[src/rtl/sys_ctrl_v2.sv]
// sys_ctrl_v2: UART command controller. Decodes framed RX commands into
// register-file writes/reads and ALU operations, and returns read data or
// ALU results over the TX FIFO interface. Idle gaps inside a frame are
// bounded by a timeout counter.
module sys_ctrl_v2 #(
  parameter int DATA_WIDTH     = 8,
  parameter int ALU_OUT_WIDTH  = 16,
  parameter int ADDR_WIDTH     = 4,
  parameter int FUN_WIDTH      = 4,
  parameter int TIMEOUT_CYCLES = 1024
) (
  input  logic                     i_clk,
  input  logic                     i_reset,
  input  logic [DATA_WIDTH-1:0]    i_RX_P_DATA,
  input  logic                     i_RX_D_VLD,
  input  logic [DATA_WIDTH-1:0]    i_RdData,
  input  logic                     i_RdData_Valid,
  output logic [ADDR_WIDTH-1:0]    o_Address,
  output logic                     o_RdEn,
  output logic                     o_WrEn,
  output logic [DATA_WIDTH-1:0]    o_WrData,
  input  logic [ALU_OUT_WIDTH-1:0] i_ALU_OUT,
  input  logic                     i_OUT_VALID,
  output logic [FUN_WIDTH-1:0]     o_ALU_FUN,
  output logic                     o_Enable,
  output logic                     o_Clk_Enable,
  input  logic                     i_full_FIFO,
  output logic [DATA_WIDTH-1:0]    o_TX_P_DATA,
  output logic                     o_TX_D_VLD,
  output logic                     o_clk_div_en,
  output logic                     o_err_cmd,
  output logic                     o_err_timeout,
  output logic                     o_busy
);

  localparam int N_BYTES = ALU_OUT_WIDTH / DATA_WIDTH;
  localparam int IDX_W   = (N_BYTES > 1) ? $clog2(N_BYTES) : 1;
  localparam int TMR_W   = $clog2(TIMEOUT_CYCLES);
  localparam logic [IDX_W-1:0] LAST_IDX = IDX_W'(N_BYTES - 1);
  localparam logic [TMR_W-1:0] TMR_LAST = TMR_W'(TIMEOUT_CYCLES - 1);

  typedef enum logic [3:0] {
    S_IDLE, S_WR_ADDR, S_WR_DATA, S_RD_ADDR, S_RD_WAIT, S_RD_TX,
    S_OPA, S_OPB, S_FUN, S_ALU_WAIT, S_ALU_TX
  } state_t;

  state_t                   state_q, state_d;
  logic [ADDR_WIDTH-1:0]    addr_q, addr_d;
  logic [ALU_OUT_WIDTH-1:0] result_q, result_d;
  logic [DATA_WIDTH-1:0]    rd_hold_q, rd_hold_d;
  logic [IDX_W-1:0]         idx_q, idx_d;
  logic [TMR_W-1:0]         tmr_q, tmr_d;
  logic                     err_cmd_q, err_cmd_d;
  logic                     err_to_q, err_to_d;

  logic [7:0]               cmd_s;
  logic                     expired_s;
  logic                     rx_wait_s;
  logic                     timed_s;
  logic [DATA_WIDTH-1:0]    alu_byte_s;

  logic [ADDR_WIDTH-1:0]    addr_s;
  logic                     rd_en_s, wr_en_s, enable_s, tx_vld_s;
  logic [DATA_WIDTH-1:0]    wr_data_s, tx_data_s;
  logic [FUN_WIDTH-1:0]     alu_fun_s;

  assign cmd_s      = i_RX_P_DATA[7:0];
  assign expired_s  = (tmr_q == TMR_LAST);
  assign alu_byte_s = result_q[idx_q*DATA_WIDTH +: DATA_WIDTH];

  // States waiting on RX bytes, and states that are bounded by the timer.
  assign rx_wait_s = (state_q == S_WR_ADDR) || (state_q == S_WR_DATA) ||
                     (state_q == S_RD_ADDR) || (state_q == S_OPA) ||
                     (state_q == S_OPB)     || (state_q == S_FUN);
  assign timed_s   = rx_wait_s || (state_q == S_RD_WAIT) || (state_q == S_ALU_WAIT);

  // Strobes are combinational so they land in the same cycle as the accepted
  // byte; reset forces every strobe low immediately, before the clock edge.
  assign o_Address     = i_reset ? addr_s    : '0;
  assign o_RdEn        = i_reset & rd_en_s;
  assign o_WrEn        = i_reset & wr_en_s;
  assign o_WrData      = i_reset ? wr_data_s : '0;
  assign o_ALU_FUN     = i_reset ? alu_fun_s : '0;
  assign o_Enable      = i_reset & enable_s;
  assign o_TX_P_DATA   = i_reset ? tx_data_s : '0;
  assign o_TX_D_VLD    = i_reset & tx_vld_s;
  assign o_err_cmd     = i_reset & err_cmd_q;
  assign o_err_timeout = i_reset & err_to_q;
  assign o_busy        = i_reset & (state_q != S_IDLE);
  assign o_Clk_Enable  = 1'b1;
  assign o_clk_div_en  = 1'b1;

  // Next-state, datapath next values and strobe outputs.
  always_comb begin
    state_d   = state_q;
    addr_d    = addr_q;
    result_d  = result_q;
    rd_hold_d = rd_hold_q;
    idx_d     = idx_q;
    err_cmd_d = 1'b0;
    err_to_d  = 1'b0;
    addr_s    = '0;
    rd_en_s   = 1'b0;
    wr_en_s   = 1'b0;
    enable_s  = 1'b0;
    tx_vld_s  = 1'b0;
    wr_data_s = '0;
    tx_data_s = '0;
    alu_fun_s = '0;

    case (state_q)
      S_IDLE: begin
        if (i_RX_D_VLD) begin
          case (cmd_s)
            8'hAA:   state_d = S_WR_ADDR;
            8'hBB:   state_d = S_RD_ADDR;
            8'hCC:   state_d = S_OPA;
            8'hDD:   state_d = S_FUN;
            default: err_cmd_d = 1'b1;
          endcase
        end else begin
          state_d = S_IDLE;
        end
      end
      S_WR_ADDR: begin
        if (i_RX_D_VLD) begin
          addr_d  = i_RX_P_DATA[ADDR_WIDTH-1:0];
          state_d = S_WR_DATA;
        end else if (expired_s) begin
          state_d  = S_IDLE;
          err_to_d = 1'b1;
        end else begin
          state_d = S_WR_ADDR;
        end
      end
      S_WR_DATA: begin
        if (i_RX_D_VLD) begin
          wr_en_s   = 1'b1;
          addr_s    = addr_q;
          wr_data_s = i_RX_P_DATA;
          state_d   = S_IDLE;
        end else if (expired_s) begin
          state_d  = S_IDLE;
          err_to_d = 1'b1;
        end else begin
          state_d = S_WR_DATA;
        end
      end
      S_RD_ADDR: begin
        if (i_RX_D_VLD) begin
          rd_en_s = 1'b1;
          addr_s  = i_RX_P_DATA[ADDR_WIDTH-1:0];
          state_d = S_RD_WAIT;
        end else if (expired_s) begin
          state_d  = S_IDLE;
          err_to_d = 1'b1;
        end else begin
          state_d = S_RD_ADDR;
        end
      end
      S_RD_WAIT: begin
        if (i_RdData_Valid) begin
          rd_hold_d = i_RdData;
          state_d   = S_RD_TX;
        end else if (expired_s) begin
          state_d  = S_IDLE;
          err_to_d = 1'b1;
        end else begin
          state_d = S_RD_WAIT;
        end
      end
      S_RD_TX: begin
        if (!i_full_FIFO) begin
          tx_vld_s  = 1'b1;
          tx_data_s = rd_hold_q;
          state_d   = S_IDLE;
        end else begin
          state_d = S_RD_TX;
        end
      end
      S_OPA, S_OPB: begin
        if (i_RX_D_VLD) begin
          wr_en_s   = 1'b1;
          addr_s    = (state_q == S_OPA) ? ADDR_WIDTH'(0) : ADDR_WIDTH'(1);
          wr_data_s = i_RX_P_DATA;
          state_d   = (state_q == S_OPA) ? S_OPB : S_FUN;
        end else if (expired_s) begin
          state_d  = S_IDLE;
          err_to_d = 1'b1;
        end else begin
          state_d = state_q;
        end
      end
      S_FUN: begin
        if (i_RX_D_VLD) begin
          enable_s  = 1'b1;
          alu_fun_s = i_RX_P_DATA[FUN_WIDTH-1:0];
          state_d   = S_ALU_WAIT;
        end else if (expired_s) begin
          state_d  = S_IDLE;
          err_to_d = 1'b1;
        end else begin
          state_d = S_FUN;
        end
      end
      S_ALU_WAIT: begin
        if (i_OUT_VALID) begin
          result_d = i_ALU_OUT;
          idx_d    = '0;
          state_d  = S_ALU_TX;
        end else if (expired_s) begin
          state_d  = S_IDLE;
          err_to_d = 1'b1;
        end else begin
          state_d = S_ALU_WAIT;
        end
      end
      S_ALU_TX: begin
        if (!i_full_FIFO) begin
          tx_vld_s  = 1'b1;
          tx_data_s = alu_byte_s;
          if (idx_q == LAST_IDX) begin
            idx_d   = '0;
            state_d = S_IDLE;
          end else begin
            idx_d = idx_q + IDX_W'(1);
          end
        end else begin
          state_d = S_ALU_TX;
        end
      end
      default: state_d = S_IDLE;
    endcase
  end

  // Timeout counter: restarts on any state change or accepted RX byte,
  // counts only in states bounded by the timer.
  always_comb begin
    tmr_d = '0;
    if (state_d != state_q) begin
      tmr_d = '0;
    end else if (rx_wait_s && i_RX_D_VLD) begin
      tmr_d = '0;
    end else if (timed_s) begin
      tmr_d = tmr_q + TMR_W'(1);
    end else begin
      tmr_d = '0;
    end
  end

  // State and datapath registers with synchronous active-low reset.
  always_ff @(posedge i_clk) begin
    if (!i_reset) begin
      state_q   <= S_IDLE;
      addr_q    <= '0;
      result_q  <= '0;
      rd_hold_q <= '0;
      idx_q     <= '0;
      tmr_q     <= '0;
      err_cmd_q <= 1'b0;
      err_to_q  <= 1'b0;
    end else begin
      state_q   <= state_d;
      addr_q    <= addr_d;
      result_q  <= result_d;
      rd_hold_q <= rd_hold_d;
      idx_q     <= idx_d;
      tmr_q     <= tmr_d;
      err_cmd_q <= err_cmd_d;
      err_to_q  <= err_to_d;
    end
  end

endmodule

[config.mk]
export PLATFORM = sky130hd
export DESIGN_NAME = sys_ctrl_v2
export DESIGN_NICKNAME = d
export VERILOG_FILES = /design/src/rtl/sys_ctrl_v2.sv
export SDC_FILE = /design/constraint.sdc
export NUM_CORES = 1
export LEC_CHECK = 0
export BUFFER_PORTS_ARGS = -buffer_cell sky130_fd_sc_hd__clkbuf_2
export CELL_PAD_IN_SITES_DETAIL_PLACEMENT = 0
export CELL_PAD_IN_SITES_GLOBAL_PLACEMENT = 2
export CORE_MARGIN = 3
export CORE_UTILIZATION = 30
export DETAILED_ROUTE_END_ITERATION = 10
export PLACE_DENSITY = 0.89
export SLEW_MARGIN = 10
export SYNTH_ARGS = -nofsm -noshare
export SYNTH_HDL_FRONTEND = slang
export SYNTH_SLANG_ARGS = --single-unit
[constraint.sdc]
create_clock -name i_clk -period 2.2 [get_ports i_clk]
set_input_delay 0.33 -clock i_clk [delete_from_list [all_inputs] [get_ports i_clk]]
set_output_delay 0.33 -clock i_clk [all_outputs]
set_load 0.01 [all_outputs]
==> results.yml <==
run_status:
  status: "complete, no violations"
logic_synthesis:
  syn_area_um2: 2660
  ys_seq_area_share_pct: 33.87
  syn_area_per_cell_um2: 8.261
  yosys.area.top_type: "dfxtp_1"
  synth_top_area_share_pct: 33.87
  synth_top_family_by_area: "simple AND/OR/NAND/NOR gates"
  synthMuxAreaShare_pct: 9.831
  yosys.area_share.adder_pct: 0.4704
  synth_most_common_cell: "dfxtp_1"
  synth.yosys.warnings: 0
  postSynthCellCount: 322
  synth_edf_count: 0
  synth-compound-area-share_pct: 16.23
  ys.flop_type: "dfxtp_1"
  yosys.area_share.simple_pct: 32.31
  synth-seq-cells: 45
  synthTopCellsByCount: "dfxtp_1 (45), nand2_1 (43), nor2_1 (39)"
  async_reset_ff_share_pct: 0
  ys_types: 59
  synth_xor_area_share_pct: 2.634
  yosys-top-cells-area: "dfxtp_1 (34%), nand2_1 (6.1%), mux2i_1 (6.0%)"
die:
  die_w_um: 100.2
  row_count: 33
  die_h_um: 100.2
  core-area_um2: 8423
  ios: 71
  initial_core_util_pct: 31.58
  die_area_um2: 10030
global_routing:
  grt_max_degree: 27
  antenna_found_initial: 0
  grt_pass1_wl_um: 11980
  grt_usage_pct: 14.76
  grt_overflow: 0
  grt_pass1_vias: 2488
power_and_ir_drop:
  p_per_area_nw_per_um2: 452.3
  p_leak_nw: 1.451
  total_power_mw: 1.568
  ir_worst_vdd_mv: 0.2518
finish:
  stdcell_count: 510
  drive_gt1_share_pct: 34.32
  post-route-util_pct: 41.15
  area_growth_pct: 30.29
  fin_nets: 443
  post-route-cell-area_um2: 3466
  num_antenna_cells: 0
clocking:
  htree_levels: 2
  numCtsBuffers: 5
  cts_hold_buffers: 0
  clk_pin_slew_worst_paths_ns: 0.10
  cts_buffer_depth: 2
  cts_tree: "yes"
  root_buffer: "clkbuf_8"
  clkSinkCount: 45
  clock_latency_ns: 0.30
place:
  gp_congestion: 0.8271
  hpwlAfterDp_um: 5619
  portBuffers: 68
  placed_cells: 499
  placed_area_um2: 3204
detailed_routing:
  firstDrtPassIters: 4
  drt-initial-drc-count: 157
  drc: 0
  wl_per_cell_um: 15.02
  routed_wl_um: 7661
  vias: 2573
  post_drt_via_cell_ratio: 5.045
  ant_nets: 0
min_path:
  holdPathStages: 3
  min_from: "i_ALU_OUT[7]"
  hp-class: "in2reg"
  min_to: "result_q[7]$_SDFFE_PN0N_"
worst_setup_path:
  criticalPathCategory: "reg2reg"
  r2r_start: "state_q[1]$_SDFF_PN0_"
  reg2regPathDepth: 6
  cp-start-kind: "flip-flop"
  cp_max_fo: 9
  arrival_ns: 2.34
  timing.rr.end: "tmr_q[4]$_SDFF_PP0_"
  r2r_slack_ns: 0.06
  critical_path.endpoint_type: "flip-flop"
  required_ns: 2.40
timing:
  setup_viol: 0
  hold_violations: 0
  finalCriticalPeriod_ns: 2.139
  drv_slew: 0
  fin_crit_sh_pct: 97.23
  fmax_mhz: 467.5
  fin_skew_ns: 0.009034
  tightest_slew_ns: 0.5610
  rsz0062_at_grt: "true"
  tns_ns: 0
  timing.max_slew.rel_slack_pct: 62.51
flow_run:
  drv_cap: 0
==> worst max-delay path, stage by stage (launching register included) <==
cell and delay, ns:
dfxtp_4 0.41, and4bb_2 0.30, a22oi_2 0.36, o311ai_4 0.19
nor4_4 0.37, nor2_4 0.11, nor4_1 0.29
==> power breakdown <==
part | internal, mW | switching [mW]
registers | 0.811 | 0.00152
logic | 0.0465 | 0.0626
clock network | 0.340 | 0.306
total | 1.20 | 0.370
==> how the worst max path moves through the flow <==
stage	start	to	slack (ns)	cells past startpoint
floorplan	state_q[0]$_SDFF_PN0_	o_TX_P_DATA[0]	0.22	5
global placement	i_RX_P_DATA[2]	tmr_q[2]$_SDFF_PP0_	0.07	7
detailed placement	state_q[1]$_SDFF_PN0_	tmr_q[6]$_SDFF_PP0_	-0.02	6
CTS	state_q[1]$_SDFF_PN0_	o_WrData[3]	0.03	7
global route	state_q[1]$_SDFF_PN0_	tmr_q[3]$_SDFF_PP0_	-0.02	6
finish	state_q[1]$_SDFF_PN0_	tmr_q[4]$_SDFF_PP0_	0.06	6
==> cells in the final DEF (no fill, tap or decap), types with 3 or more instances in the layout <==
cell / instances
nand2b_1: 4
xnor2_1: 5
and3_1: 3
nand2_1: 42
nor2_4: 3
buf_4: 22
nand3_1: 11
mux2i_1: 16
and2_1: 16
mux2_2: 9
xor2_1: 3
dfxtp_4: 4
nor3_1: 6
clkbuf_8: 5
o21ai_0: 5
nor2b_1: 4
dfxtp_1: 41
clkbuf_2: 68
nor4_1: 9
a22oi_1: 10
nor2_1: 39
inv_1: 3
a21oi_1: 22
==> stage by stage <==
| step | worst slack, ns | hold WS [ns] |
|---|---|---|
| finish | 0.06104 | 0.2438 |
| global route | -0.02434 | 0.2379 |
| CTS | 0.02985 | 0.2339 |
| detailed placement | -0.02373 | 0.4461 |
| global placement | 0.06689 | 0.4406 |
| floorplan | 0.2195 | 0.4329 |
==> cell type report <==
| class | count | area [µm²] |
|---|---|---|
| Multi-Input combinational cell | 256 | 1759 |
| Clock inverter | 3 | 46.29 |
| Timing Repair Buffer | 91 | 525.5 |
| Sequential cell | 45 | 915.9 |
| Inverter | 5 | 18.77 |
| Clock buffer | 5 | 68.82 |
| Tap cell | 105 | 131.4 |
| Fill cell | 886 | 4957 |
==> kinds of logic after synthesis <==
family | after synthesis
adders and majority gates | 1
buffers and inverters | 23
DFF | 45
xor gates and xnor gates | 8
AOI/OAI and AO/OA | 59
muxes | 25
and+or+nand+nor | 160
other | 1
==> per-layer routing <==
layer	share of wire, %	routed length (µm)	GRT usage, %	vias to the layer above
met1	47	3630	19.81	1211
met4	1.1	87	3.731	0
met5	0	0	0	-
li1	-	-	-	1314
met2	48	3672	24.46	39
met3	3.5	271	2.710	9
==> flip-flops by register name (all words and copies together), names as in the netlist <==
register and count:
result_q 16, addr_q 4, err_to_q 1, state_q 4, err_cmd_q 1, tmr_q 10
rd_hold_q 8, idx_q 1
==> what timing repair did <==
action                     CTS  global route
gates cloned                 0             1
gates resized for setup      8            17
pin swaps                    0             7
buffers inserted             0             2
setup endpoints to repair   27            22
Power figures use the tool's default switching activity.
